**src/rtl/t_modcnt_if.sv**
```systemverilog
// Control and status bundle for the t_modcnt modulo toggle counter.
// The master side drives control and load data; the slave side (the counter)
// returns the count, the toggle mask for the T flip-flop bank and status.
interface t_modcnt_if #(
    parameter int WIDTH = 4
);
    logic             start;
    logic             stop;
    logic             en;
    logic             up;
    logic             load;
    logic [WIDTH-1:0] din;
    logic [WIDTH-1:0] mod_val;
    logic [WIDTH-1:0] q;
    logic [WIDTH-1:0] t_vec;
    logic             tc;
    logic             busy;

    modport master (
        output start, stop, en, up, load, din, mod_val,
        input  q, t_vec, tc, busy
    );

    modport slave (
        input  start, stop, en, up, load, din, mod_val,
        output q, t_vec, tc, busy
    );
endinterface

```
**src/rtl/t_modcnt.sv**
```systemverilog
// Programmable modulo up/down counter expressed as a toggle mask.
// Every edge computes the next count, registers it as q and registers the
// per-bit toggle pattern t_vec = q_old ^ q_new that the downstream T-flop bank
// consumes. A two-state IDLE/RUN FSM gates stepping; load works in any state.
module t_modcnt #(
    parameter int WIDTH = 4
) (
    input  logic       clk,
    input  logic       rst,
    t_modcnt_if.slave  bus
);
    typedef enum logic {IDLE = 1'b0, RUN = 1'b1} state_t;

    state_t           state;
    state_t           state_nxt;
    logic             busy_c;
    logic [WIDTH-1:0] q_r;
    logic [WIDTH-1:0] t_r;
    logic             tc_r;
    logic [WIDTH-1:0] top;
    logic [WIDTH-1:0] t_up;
    logic [WIDTH-1:0] t_dn;
    logic [WIDTH-1:0] q_nxt;
    logic             tc_nxt;

    // Top of the count range; mod_val = 0 wraps to all-ones, i.e. modulus 2^WIDTH.
    assign top = bus.mod_val - 1'b1;

    // State register: synchronous reset to IDLE.
    // NOTE: sequential state uses non-blocking assignments so every register
    // samples pre-edge values regardless of process ordering.
    always_ff @(posedge clk) begin
        if (rst) state <= IDLE;
        else     state <= state_nxt;
    end

    // Next-state logic: stop wins over start while running; start needs stop low in IDLE.
    // NOTE: the default assignment first keeps this combinational block latch-free.
    always_comb begin
        state_nxt = state;
        case (state)
            IDLE:    if (bus.start && !bus.stop) state_nxt = RUN;
            RUN:     if (bus.stop)               state_nxt = IDLE;
            default: state_nxt = IDLE;
        endcase
    end

    // FSM outputs: busy reflects the registered state only.
    always_comb begin
        busy_c = (state == RUN);
    end

    // Ripple toggle masks: up toggles bit i when all lower bits are 1, down when all are 0.
    always_comb begin
        logic ones_run;
        logic zeros_run;
        ones_run  = 1'b1;
        zeros_run = 1'b1;
        t_up      = '0;
        t_dn      = '0;
        for (int i = 0; i < WIDTH; i++) begin
            t_up[i]   = ones_run;
            t_dn[i]   = zeros_run;
            ones_run  = ones_run & q_r[i];
            zeros_run = zeros_run & ~q_r[i];
        end
    end

    // Next count and terminal-count: load > step > hold.
    always_comb begin
        q_nxt  = q_r;
        tc_nxt = 1'b0;
        if (bus.load) begin
            q_nxt = (bus.din > top) ? top : bus.din;
        end else if (state == RUN && bus.en) begin
            if (bus.up) begin
                if (q_r >= top) begin
                    q_nxt  = '0;
                    tc_nxt = 1'b1;
                end else begin
                    q_nxt = q_r ^ t_up;
                end
            end else begin
                if (q_r == '0) begin
                    q_nxt  = top;
                    tc_nxt = 1'b1;
                end else if (q_r > top) begin
                    // Modulus shrank under a high count: clamp without a wrap pulse.
                    q_nxt = top;
                end else begin
                    q_nxt = q_r ^ t_dn;
                end
            end
        end
    end

    // Output registers: count, applied toggle mask and one-cycle terminal-count pulse.
    always_ff @(posedge clk) begin
        if (rst) begin
            q_r  <= '0;
            t_r  <= '0;
            tc_r <= 1'b0;
        end else begin
            q_r  <= q_nxt;
            t_r  <= q_r ^ q_nxt;
            tc_r <= tc_nxt;
        end
    end

    assign bus.q     = q_r;
    assign bus.t_vec = t_r;
    assign bus.tc    = tc_r;
    assign bus.busy  = busy_c;
endmodule
```
**src/flat_wrapper.sv**
```systemverilog
// flat-port wrapper written by rule: the top's interface ports become plain ports
module t_modcnt_flat 
#(
    parameter int WIDTH = 4
)
  (clk, rst, bus_start, bus_stop, bus_en, bus_up, bus_load, bus_din, bus_mod_val, bus_q, bus_t_vec, bus_tc, bus_busy);
  t_modcnt_if #(.WIDTH(WIDTH)) bus_i ();
  input  logic clk;
  input  logic rst;
  input wire logic [$bits(bus_i.start)-1:0] bus_start;
  input wire logic [$bits(bus_i.stop)-1:0] bus_stop;
  input wire logic [$bits(bus_i.en)-1:0] bus_en;
  input wire logic [$bits(bus_i.up)-1:0] bus_up;
  input wire logic [$bits(bus_i.load)-1:0] bus_load;
  input wire logic [$bits(bus_i.din)-1:0] bus_din;
  input wire logic [$bits(bus_i.mod_val)-1:0] bus_mod_val;
  output wire logic [$bits(bus_i.q)-1:0] bus_q;
  output wire logic [$bits(bus_i.t_vec)-1:0] bus_t_vec;
  output wire logic [$bits(bus_i.tc)-1:0] bus_tc;
  output wire logic [$bits(bus_i.busy)-1:0] bus_busy;
  assign bus_i.start = bus_start;
  assign bus_i.stop = bus_stop;
  assign bus_i.en = bus_en;
  assign bus_i.up = bus_up;
  assign bus_i.load = bus_load;
  assign bus_i.din = bus_din;
  assign bus_i.mod_val = bus_mod_val;
  assign bus_q = bus_i.q;
  assign bus_t_vec = bus_i.t_vec;
  assign bus_tc = bus_i.tc;
  assign bus_busy = bus_i.busy;
  t_modcnt #(.WIDTH(WIDTH)) u_core (.clk(clk), .rst(rst), .bus(bus_i));
endmodule
```
**config.mk**
```make
export PLATFORM = sky130hd
export DESIGN_NAME = t_modcnt_flat
export DESIGN_NICKNAME = d
export VERILOG_FILES = /design/src/rtl/t_modcnt_if.sv /design/src/rtl/t_modcnt.sv /design/src/flat_wrapper.sv
export SDC_FILE = /design/constraint.sdc
export NUM_CORES = 1
export LEC_CHECK = 0
export BUFFER_PORTS_ARGS = -buffer_cell sky130_fd_sc_hd__buf_2
export CAP_MARGIN = 5
export CORE_MARGIN = 3
export CORE_UTILIZATION = 25
export DETAILED_ROUTE_END_ITERATION = 8
export GPL_ROUTABILITY_DRIVEN = 0
export PLACE_DENSITY = 0.48
export SYNTH_ARGS = -nofsm -noshare
export SYNTH_HDL_FRONTEND = slang
export SYNTH_SLANG_ARGS = --single-unit
```
**constraint.sdc**
```tcl
create_clock -name clk -period 3.5 [get_ports clk]
set_input_delay 0.525 -clock clk [delete_from_list [all_inputs] [get_ports clk]]
set_output_delay 0.525 -clock clk [all_outputs]
set_load 0.01 [all_outputs]
```
==> metrics.md, run 1 <==
| Metric | Value |
|---|---|
| Initial DRC count | `16` |
| CTS clk-pin slew, worst paths | `approximately 0.05 ns` |
| H-tree levels | `1` |
| Warnings, synthesis | `0` |
| Hold-fix buffers, CTS | `0` |
| Antenna viol nets, final | `0` |
| Detailed Route WL | `roughly 2700 microns` |
| First-pass GRT wire length | `around 4700 microns` |
| Worst-Skew Late Latency | `approximately 0.24 ns` |
| Final setup viols | `0` |
| DP HPWL | `about 2200 microns` |
| Prevailing post-synth register cell | `dfxtp_1` |
| CP arrival | `about 3.3 ns` |
| Share of layout cells above drive strength 1 | `a little over a quarter` |
| Min Tclk post-route | `about 3.2 ns` |
| Placement Setup Slack | `0.06749 ns` |
| Dpl cell area | `0.001204 sq mm` |
| Vias per inst | `5.080` |
| RSZ-0062 raised after global routing | `false` |
| Avg Inst Size Synth | `slightly above 8 sq um` |
| Critical Path Source Type | `primary input` |
| Area growth syn-to-layout | `22.68%` |
| DRC viols | `0` |
| Share of power burned in registers | `about 28%` |
| Yosys top cell area share | `19.51%` |
| Status | `finished, final reports clean` |
| Register area share after synthesis | `19.51%` |
| Netlist Area Pre-Place | `0.001026 sq mm` |
| Setup ws final | `between 0.3 and 0.4 ns` |
| Final instance area | `roughly 0.0013 sq mm` |
| FMAX | `around 310 MHz` |
| Starting density of the core | `between 20% and 30%` |
| Clock power share | `about 30%` |
| Worst endpoint required time | `3.63 ns` |
| # IOs | `25` |
| Comb power frac | `a little over two fifths` |
| Nets@finish | `approximately 180` |
| Post-CTS sizing | `0` |
| Leading area contributor after synthesis | `dfxtp_1` |
| TritonCTS Buffers | `3` |
| Number of global-route vias before repair | `~1,000` |
| CP endpoint kind | `flop` |
| CTS sink cnt | `10` |
| Synth cell types | `between 40 and 50` |
| Top-count cell post-synth | `a21oi_1` |
| Chip height | `70.06 microns` |
| Port-buffer cells | `24` |
| Fill count | `429` |
| Crit path kind | `in -> reg` |
| Clock skew | `around 0.0023 ns` |
| CORE AREA | `0.003799 sq mm` |
| Yosys reg bits | `10` |
| Die width | `70.06 microns` |
| Reg2reg setup slack | `~0.8 ns` |
| Final TNS setup | `0 ns` |
| DRT Pass-1 Iters | `4` |
| Die area | `approximately 0.0049 sq mm` |
| # diodes | `0` |
| Async set-or-reset flop fraction in the synthesized netlist | `0%` |
| TritonCTS clock tree | `built` |
| Wire per inst | `between 10 and 15 microns` |
| Min-delay worst type | `in -> reg` |
| Maxcap violations | `0` |
| Reg2Reg Depth | `9` |
| List of most frequent post-synthesis cells | `a21oi_1 (16), ha_1 (12), dfxtp_1 (10), inv_1 (10), nor2_1 (10)` |
| Final Cycle Share | `about 91%` |
| Fin. max-slew vios | `0` |
| Total GRT Usage | `11.69%` |
| Switch share | `roughly 35%` |
| Reg2Reg Launch Point | `u_core.bus.q[0]` |
| Post-Syn Instances | `125` |
| Reg2reg end | `u_core.bus.t_vec[1]` |
| Pin count of the biggest net entering global routing | `13` |
| Initial antenna violation count | `0` |
| Clock Tree Buf Depth | `2` |
| PwrDens | `approximately 390 mW/mm^2` |
| Hold path startpoint | `bus_stop` |
| Site Rows | `22` |
| Worst Tran Pin Value | `between 0.7 and 0.8 ns` |
| Crit path max fanout | `7` |
| Hold depth | `2` |
| Max VDD drop | `0.1694 mV` |
| P_leak | `roughly 0.58 nW` |
| Int Power | `between 300 and 400 uW` |
| Grt total ovfl | `0` |
| Max-slew headroom at the worst pin | `52.54%` |
| Syn Nets | `between 150 and 200` |
| Hold Vio Cnt, Final | `0` |
| Synth top area cells | `dfxtp_1 (20%), ha_1 (15%), a21oi_1 (7.8%)` |
| Root Buffer Master | `clkbuf_8` |
| Postcts setup bufs | `0` |
| Post-synth EDFFs | `0` |
| Sw power | `about 170 uW` |
| WHS Endpoint | `u_core.bus.busy` |
| Total chip power | `roughly 490 uW` |
| Vias post-DR | `approximately 1,000` |
layout by cell type, fill, tap and decap left out, types with 3 or more instances in the layout:
cell type,instances
o21ai_0,5
a21o_1,3
dfxtp_1,10
nand3_1,3
buf_2,24
nor3_1,3
nand2_1,5
nor4b_1,3
clkbuf_8,4
inv_1,10
a21oi_1,16
nor2_1,10
and3_1,3
ha_1,12
power by group through the flow:
stage,clock network (mW),logic [mW],registers [mW]
after floorplan,0,0.142,0.142
after global placement,0,0.201,0.141
after detailed placement,0,0.205,0.140
after CTS,0.151,0.205,0.138
after global routing,0.157,0.230,0.140
final,0.147,0.203,0.138
layout make-up:
| type | instances | area [sq um] | share of cell area (%) |
|---|---|---|---|
| timing repair buffer | 26 | 135.1 | 10.74 |
| sequential | 10 | 200.2 | 15.90 |
| tap | 48 | 60.06 | 4.771 |
| multi-input combinational | 101 | 770.7 | 61.23 |
| inverter | 10 | 37.54 | 2.982 |
| clock buffer | 4 | 55.05 | 4.374 |
stage by stage:
| stage | std cells | hold slack (ns) | utilization (%) |
|---|---|---|---|
| after global routing | 199 | 0.4448 | 33.14 |
| after detailed placement | 195 | 0.5180 | 31.69 |
| after floorplan | 125 | 0.5277 | - |
| after CTS | 199 | 0.4372 | 33.14 |
| final | 199 | 0.4419 | 33.14 |
| after global placement | 195 | 0.5193 | 31.69 |
how the worst max path moves through the flow:
| stage | from | end | slack [ns] | cells past startpoint |
|---|---|---|---|---|
| 3_5_place_dp | bus_mod_val[1] | u_core.bus.t_vec[3] | 0.07 | 11 |
| 5_1_grt | bus_mod_val[1] | u_core.bus.t_vec[3] | 0.11 | 11 |
| 3_3_place_gp | bus_mod_val[1] | u_core.bus.t_vec[3] | 0.16 | 11 |
| 4_1_cts | bus_mod_val[1] | u_core.bus.t_vec[3] | 0.32 | 11 |
| 2_1_floorplan | bus_mod_val[1] | u_core.bus.t_vec[3] | 0.66 | 10 |
| 6_report | bus_mod_val[1] | u_core.bus.t_vec[3] | 0.32 | 11 |
state kept, by name, summed over array words and instances, names as in the netlist:
name and count:
u_core.bus.tc 1, u_core.bus.busy 1, u_core.bus.q 4, u_core.bus.t_vec 4
routing by layer:
metal,global-route usage (%),routed length [microns]
met3,2.302,110
met2,19.52,1284
met5,0,0
met4,5.106,49
met1,14.45,1258
kinds of logic (layout without fill, tap and decap cells):
group,after synthesis,count (layout),share of synthesized area (%)
AO/OA/AOI/OAI,42,42,29.15
AND/OR/NAND/NOR,39,39,22.44
adder cells (fa/ha/maj),12,12,14.63
XOR/XNOR,5,5,5.733
flip-flops,10,10,19.51
buffers and inverters,14,40,5.367
multiplexers,3,3,3.171
critical path, stage by stage:
cell	delay, ns
buf_2	0.12
nor3_4	0.30
xor2_1	0.29
inv_1	0.08
ha_1	0.32
nand2_1	0.05
o21ai_0	0.56
nand2_1	0.12
mux2_2	0.31
a22oi_1	0.27
mux2_2	0.36
Note: power is estimated with default switching activity, not from simulation.
==> run 2, diff against run 1 <==
==> constraint.sdc (replaced) <==
create_clock -name clk -period 3.5 [get_ports clk]
set_input_delay 0.7 -clock clk [delete_from_list [all_inputs] [get_ports clk]]
set_output_delay 0.7 -clock clk [all_outputs]
set_load 0.01 [all_outputs]
==> run 2 against run 1 <==
Power shrank 4.6%. Fmax shrank 0.63%. Setup slack lost 0.020 ns. Highest routed layer unchanged. Largest cell class unchanged. Worst hold slack gained 0.084 ns. Wire length grew 2.7%. Critical path type unchanged. Critical endpoint is now u_core.bus.t_vec[2]. Sequential power is essentially flat. Sequential cell count is the same.
==> metrics.md, run 2 (same netlist as run 1, synthesis figures left out) <==
| Metric | Value |
|---|---|
| Status | `finished, final reports clean (unchanged)` |
| CP endpoint kind | `flop (unchanged)` |
| GRT busiest layer | `met2 (unchanged)` |
| Max VDD drop | `0.1801 mV (was 0.1694 mV)` |
| Reg2reg setup slack | `0.81 ns (was 0.82 ns)` |
| TritonCTS clock tree | `built (unchanged)` |
| Dpl cell area | `0.001219 sq mm (was 0.001204 sq mm)` |
| Hold depth | `2 (unchanged)` |
| CTS clk-pin slew, worst paths | `0.05 ns (about the same)` |
| Starting density of the core | `27.01% (unchanged)` |
| Die area | `0.004908 sq mm (unchanged)` |
| Clock skew | `0.0003701 ns (was 0.002327 ns)` |
| P_leak | `0.5790 nW (was 0.5771 nW)` |
| Total GRT Usage | `11.56% (was 11.69%)` |
| DP HPWL | `2192 microns (was 2230 microns)` |
| Reg2reg end | `u_core.bus.t_vec[1] (unchanged)` |
| TritonCTS Buffers | `3 (unchanged)` |
| Global Route met1 Usage | `14.94% (was 14.45%)` |
| Hold Vio Cnt, Final | `0 (unchanged)` |
| Worst-Skew Late Latency | `0.23 ns (was 0.24 ns)` |
| Clock Tree Buf Depth | `2 (unchanged)` |
| Min Tclk post-route | `3.202 ns (was 3.181 ns)` |
| Met3 usage | `2.014% (was 2.302%)` |
| Initial DRC count | `26 (was 16)` |
| Final TNS setup | `0 ns (unchanged)` |
| Worst Tran Pin Value | `0.6444 ns (was 0.7044 ns)` |
| Util after Layout | `33.17% (was 33.14%)` |
| Vias per inst | `5.255 (was 5.080)` |
| Die width | `70.06 microns (unchanged)` |
| Crit path max fanout | `4 (was 7)` |
| Port-buffer cells | `24 (unchanged)` |
| Crit path kind | `in -> reg (unchanged)` |
| Hold path startpoint | `u_core.bus.busy (was bus_stop)` |
| # IOs | `25 (unchanged)` |
| Critical Path Source Type | `primary input (unchanged)` |
| Number of global-route vias before repair | `1,028 (was 1,030)` |
| CORE AREA | `0.003799 sq mm (unchanged)` |
| # diodes | `0 (unchanged)` |
| Hold-fix buffers, CTS | `0 (unchanged)` |
| First-pass GRT wire length | `4643 microns (was 4671 microns)` |
| Area growth syn-to-layout | `22.81% (was 22.68%)` |
| Pin count of the biggest net entering global routing | `13 (unchanged)` |
| Fin. max-slew vios | `0 (unchanged)` |
| CTS sink cnt | `10 (unchanged)` |
| Nets@finish | `181 (was 179)` |
| Final instance area | `0.001260 sq mm (was 0.001259 sq mm)` |
| Worst endpoint required time | `3.65 ns (was 3.63 ns)` |
| Site Rows | `22 (unchanged)` |
| Total chip power | `465.4 uW (was 487.9 uW)` |
| Post-CTS sizing | `0 (unchanged)` |
| Maxcap violations | `0 (unchanged)` |
| Grt total ovfl | `0 (unchanged)` |
| Min-delay worst type | `reg -> reg (was in -> reg)` |
| Reg2Reg Launch Point | `u_core.bus.q[0] (unchanged)` |
| Reg2Reg Depth | `9 (unchanged)` |
| Met2 Track Usage GR | `19.31% (was 19.52%)` |
| Most frequent cells in the layout | `buf_2 (24), a21oi_1 (16), ha_1 (12) (unchanged)` |
| Chip height | `70.06 microns (unchanged)` |
| Vias post-DR | `1,051 (was 1,011)` |
| FMAX | `312.3 MHz (was 314.3 MHz)` |
| PwrDens | `369.4 mW/mm^2 (was 387.6 mW/mm^2)` |
| Final Cycle Share | `91.47% (was 90.89%)` |
| Root Buffer Master | `clkbuf_8 (unchanged)` |
| Share of layout cells above drive strength 1 | `26.97% (was 26.49%)` |
| CP arrival | `3.36 ns (was 3.31 ns)` |
| Detailed Route WL | `2776 microns (was 2703 microns)` |
| Max-slew headroom at the worst pin | `56.75% (was 52.54%)` |
| Commonest non-fill, non-tap cell in the layout | `buf_2 (unchanged)` |
| DRT Pass-1 Iters | `5 (was 4)` |
| WHS Endpoint | `u_core.bus.busy (unchanged)` |
| Initial antenna violation count | `0 (unchanged)` |
| RSZ-0062 raised after global routing | `false (unchanged)` |
| Final setup viols | `0 (unchanged)` |
| Antenna viol nets, final | `0 (unchanged)` |
| DRC viols | `0 (unchanged)` |
| Wire per inst | `13.88 microns (was 13.58 microns)` |
| H-tree levels | `1 (unchanged)` |
| Postcts setup bufs | `0 (unchanged)` |
==> run 2: per-layer routing <==
metal  wire [microns]  up-vias
met5                0        -
met4               33        0
met3              131        6
met2             1288       31
met1             1323      493
li1                 -      521
==> run 2: worst max path at each step <==
stage / end / start / cells past startpoint
floorplan: u_core.bus.t_vec[3] / bus_mod_val[1] / 10
global placement: u_core.bus.t_vec[2] / bus_mod_val[0] / 11
detailed placement: u_core.bus.t_vec[2] / bus_mod_val[0] / 11
CTS: u_core.bus.t_vec[2] / bus_mod_val[0] / 11
global route: u_core.bus.t_vec[2] / bus_mod_val[0] / 11
finish: u_core.bus.t_vec[2] / bus_mod_val[0] / 11
==> run 2: area by class of cell <==
cell class | instances | area, sq um
fillers | 426 | 2539
multi-input cells | 101 | 770.7
flip-flops and latches | 10 | 200.2
repair buffers | 28 | 150.1
well taps | 48 | 60.06
clock buffers | 3 | 41.29
inverters | 10 | 37.54
==> run 2: metrics by stage <==
| stage | hold WS [ns] | instances | worst slack [ns] |
|---|---|---|---|
| floorplan | 0.5277 | 125 | 0.4827 |
| global placement | 0.5148 | 197 | 0.09172 |
| detailed placement | 0.5198 | 197 | 0.09135 |
| CTS | 0.5318 | 200 | 0.3171 |
| global route | 0.5779 | 200 | 0.1548 |
| finish | 0.5262 | 200 | 0.2984 |
==> run 2: where the power goes <==
part / leakage [nW] / switching (mW) / total [mW] / internal, mW
registers: 0.0828 / 0.0122 / 0.138 / 0.126
logic: 0.475 / 0.115 / 0.209 / 0.0941
clock network: 0.0216 / 0.0432 / 0.118 / 0.0752
total: 0.579 / 0.170 / 0.465 / 0.295
==> run 2: critical path, cell delays in order <==
cell and delay [ns]:
buf_2 0.13, inv_1 0.10, ha_1 0.36, ha_1 0.31
nor2b_1 0.15, o21a_1 0.21, a2111oi_4 0.44, nor4b_1 0.11
o31a_1 0.32, or3_1 0.35, a21oi_1 0.18
==> run 3, diff against run 2 <==
Settings changed: BUFFER_PORTS_ARGS -buffer_cell sky130_fd_sc_hd__buf_2 to unset, DONT_BUFFER_PORTS set to 1, PLACE_DENSITY 0.48 to 0.43.
==> run 3 against run 2 <==
Register-to-register slack got worse by 0.05 ns. Utilization decreased by 3.6 points. First-iteration DRC count increased by 7.7%. Critical path type unchanged.
==> metrics.md, run 3 (same netlist as run 1, synthesis figures left out) <==
| Metric | Value |
|---|---|
| Status | `finished, final reports clean (unchanged)` |
| Crit path max fanout | `4 (unchanged)` |
| P_leak | `0.4653 nW (was 0.5790 nW)` |
| CP max stage cell | `mux2i_1 (was a2111oi_4)` |
| Site Rows | `22 (unchanged)` |
| Min Tclk post-route | `3.160 ns (was 3.202 ns)` |
| RSZ-0062 raised after global routing | `false (unchanged)` |
| Final TNS setup | `0 ns (unchanged)` |
| Crit path kind | `in -> reg (unchanged)` |
| Clock Tree Buf Depth | `2 (unchanged)` |
| Port-buffer cells | `0 (was 24)` |
| CP dominant cell by count | `ha_1 (unchanged)` |
| CTS clk-pin slew, worst paths | `0.05 ns (about the same)` |
| Worst Tran Pin Value | `0.5863 ns (was 0.6444 ns)` |
| Area growth syn-to-layout | `9.634% (was 22.81%)` |
| CP max stage delay | `0.43 ns (was 0.44 ns)` |
| Util after Layout | `29.61% (was 33.17%)` |
| CTS sink cnt | `10 (unchanged)` |
| CORE AREA | `0.003799 sq mm (unchanged)` |
| Antenna viol nets, final | `0 (unchanged)` |
| DP HPWL | `2145 microns (was 2192 microns)` |
| TritonCTS clock tree | `built (unchanged)` |
| PwrDens | `383.8 mW/mm^2 (was 369.4 mW/mm^2)` |
| Starting density of the core | `27.01% (unchanged)` |
| Number of global-route vias before repair | `940 (was 1,028)` |
| # diodes | `0 (unchanged)` |
| Buf/Inv on CP | `1 (was 2)` |
| # IOs | `25 (unchanged)` |
| Vias post-DR | `935 (was 1,051)` |
| Wire per inst | `14.90 microns (was 13.88 microns)` |
| Sw power | `151.8 uW (was 170.3 uW)` |
| Critical path depth | `11 (unchanged)` |
| Fin cells | `174 (was 200)` |
| CP cell instances | `inv_1 > ha_1 > xnor2_1 > ha_1 > o21ai_0 > mux2i_1 > a311oi_1 > a31oi_1 > o31ai_1 > a22oi_1 > mux2_2 (was buf_2 > inv_1 > ha_1 > ha_1 > nor2b_1 > o21a_1 > a2111oi_4 > nor4b_1 > o31a_1 > or3_1 > a21oi_1)` |
| TritonCTS Buffers | `3 (unchanged)` |
| Commonest non-fill, non-tap cell in the layout | `a21oi_1 (was buf_2)` |
| Delay-heaviest family, CP | `compound AO/OA/AOI/OAI gates (unchanged)` |
| Final setup viols | `0 (unchanged)` |
| Postcts setup bufs | `0 (unchanged)` |
| DRT Pass-1 Iters | `4 (was 5)` |
| Pin count of the biggest net entering global routing | `13 (unchanged)` |
| Min-delay worst type | `in -> reg (was reg -> reg)` |
| Worst endpoint required time | `3.62 ns (was 3.65 ns)` |
| Hold-fix buffers, CTS | `0 (unchanged)` |
| Worst-Skew Late Latency | `0.23 ns (about the same)` |
| Share of power burned in registers | `34.0% (was 29.7%)` |
| DRC viols | `0 (unchanged)` |
| Maxcap violations | `0 (unchanged)` |
| Reg2reg setup slack | `0.76 ns (was 0.81 ns)` |
| Reg2Reg Depth | `9 (unchanged)` |
| Initial antenna violation count | `0 (unchanged)` |
| FMAX | `316.5 MHz (was 312.3 MHz)` |
| Share of layout cells above drive strength 1 | `11.90% (was 26.97%)` |
| Total GRT Usage | `11.28% (was 11.56%)` |
| Placed cells | `171 (was 197)` |
| Initial DRC count | `28 (was 26)` |
| Die width | `70.06 microns (unchanged)` |
| Die area | `0.004908 sq mm (unchanged)` |
| Detailed Route WL | `2593 microns (was 2776 microns)` |
| Critical path startpoint | `bus_mod_val[0] (unchanged)` |
| Critical Path Source Type | `primary input (unchanged)` |
| Max-slew headroom at the worst pin | `60.65% (was 56.75%)` |
| Most frequent cells in the layout | `a21oi_1 (16), ha_1 (12), inv_1 (10), nor2_1 (10), dfxtp_1 (10) (was buf_2 (24), a21oi_1 (16), ha_1 (12))` |
| Fill count | `418 (was 426)` |
| Nets@finish | `155 (was 181)` |
| Chip height | `70.06 microns (unchanged)` |
| CP arrival | `3.28 ns (was 3.36 ns)` |
| Comb power frac | `39.3% (was 44.9%)` |
| First-pass GRT wire length | `4478 microns (was 4643 microns)` |
| CP endpoint | `u_core.bus.t_vec[3] (was u_core.bus.t_vec[2])` |
| Root Buffer Master | `clkbuf_8 (unchanged)` |
| Vias per inst | `5.374 (was 5.255)` |
| Fin. max-slew vios | `0 (unchanged)` |
| Post-CTS sizing | `0 (unchanged)` |
| Clock power share | `26.7% (was 25.4%)` |
| Final Cycle Share | `90.29% (was 91.47%)` |
| Clock skew | `0.002027 ns (was 0.0003701 ns)` |
| Switch share | `35.16% (was 36.59%)` |
| Reg2reg end | `u_core.bus.t_vec[1] (unchanged)` |
| Reg2Reg Launch Point | `u_core.bus.q[0] (unchanged)` |
| CP endpoint kind | `flop (unchanged)` |
| H-tree levels | `1 (unchanged)` |
| Max VDD drop | `0.1593 mV (was 0.1801 mV)` |
| Grt total ovfl | `0 (unchanged)` |
| Hold Vio Cnt, Final | `0 (unchanged)` |
| Int Power | `279.9 uW (was 295.1 uW)` |
run 3: cell count changes in the layout (fill, tap and decap cells not counted):
cell	change
buf_4	-2
buf_2	-24
run 3: worst min-delay path by stage:
stage | startpoint | end | slack (ns) | cells past startpoint
3_5_place_dp | u_core.bus.busy | u_core.bus.busy | 0.57 | 2
4_1_cts | rst | u_core.bus.t_vec[1] | 0.53 | 1
3_3_place_gp | u_core.bus.busy | u_core.bus.busy | 0.56 | 2
6_report | rst | u_core.bus.q[3] | 0.54 | 1
2_1_floorplan | u_core.bus.busy | u_core.bus.busy | 0.53 | 2
5_1_grt | rst | u_core.bus.t_vec[1] | 0.52 | 1
run 3: per-layer routing:
metal | global-route usage, % | part of all wire (%) | vias up
li1 | - | - | 474
met1 | 13.86 | 44 | 435
met2 | 18.47 | 48 | 20
met3 | 3.741 | 5.8 | 6
met4 | 3.617 | 2.2 | 0
met5 | 0 | 0 | -
run 3: final cells by class:
class / count / area (sq um) / share of cell area, %
well taps: 48 / 60.06 / 5.339
flip-flops and latches: 10 / 200.2 / 17.80
inverters: 10 / 37.54 / 3.337
multi-input cells: 101 / 770.7 / 68.52
repair buffers: 2 / 15.01 / 1.335
clock buffers: 3 / 41.29 / 3.671
run 3: through the flow:
step           power [mW]  worst slack (ns)  hold slack (ns)  area (sq um)
6_report           0.4317            0.3400           0.5359          1125
5_1_grt            0.4724            0.1563           0.5240          1125
4_1_cts            0.4379            0.3454           0.5322          1125
3_5_place_dp       0.3195            0.1006           0.5701          1084
3_3_place_gp       0.3203           0.09317           0.5610          1084
2_1_floorplan      0.2836            0.4827           0.5277          1026
run 3: worst register-to-register path, cell delays in order, from the launching register on:
cell and delay, ns:
dfxtp_1 0.46, inv_1 0.17, ha_1 0.34, nand2b_1 0.15
a21o_1 0.19, a311oi_1 0.55, a41oi_1 0.22, o31ai_2 0.34
nand3_1 0.11, a21oi_1 0.15
run 3: power groups by stage:
stage,Clock (mW),Sequential (mW),Combinational [mW]
after floorplan,0,0.142,0.142
after global placement,0,0.151,0.170
after detailed placement,0,0.150,0.170
after CTS,0.119,0.148,0.171
after global routing,0.129,0.150,0.194
final,0.115,0.147,0.170
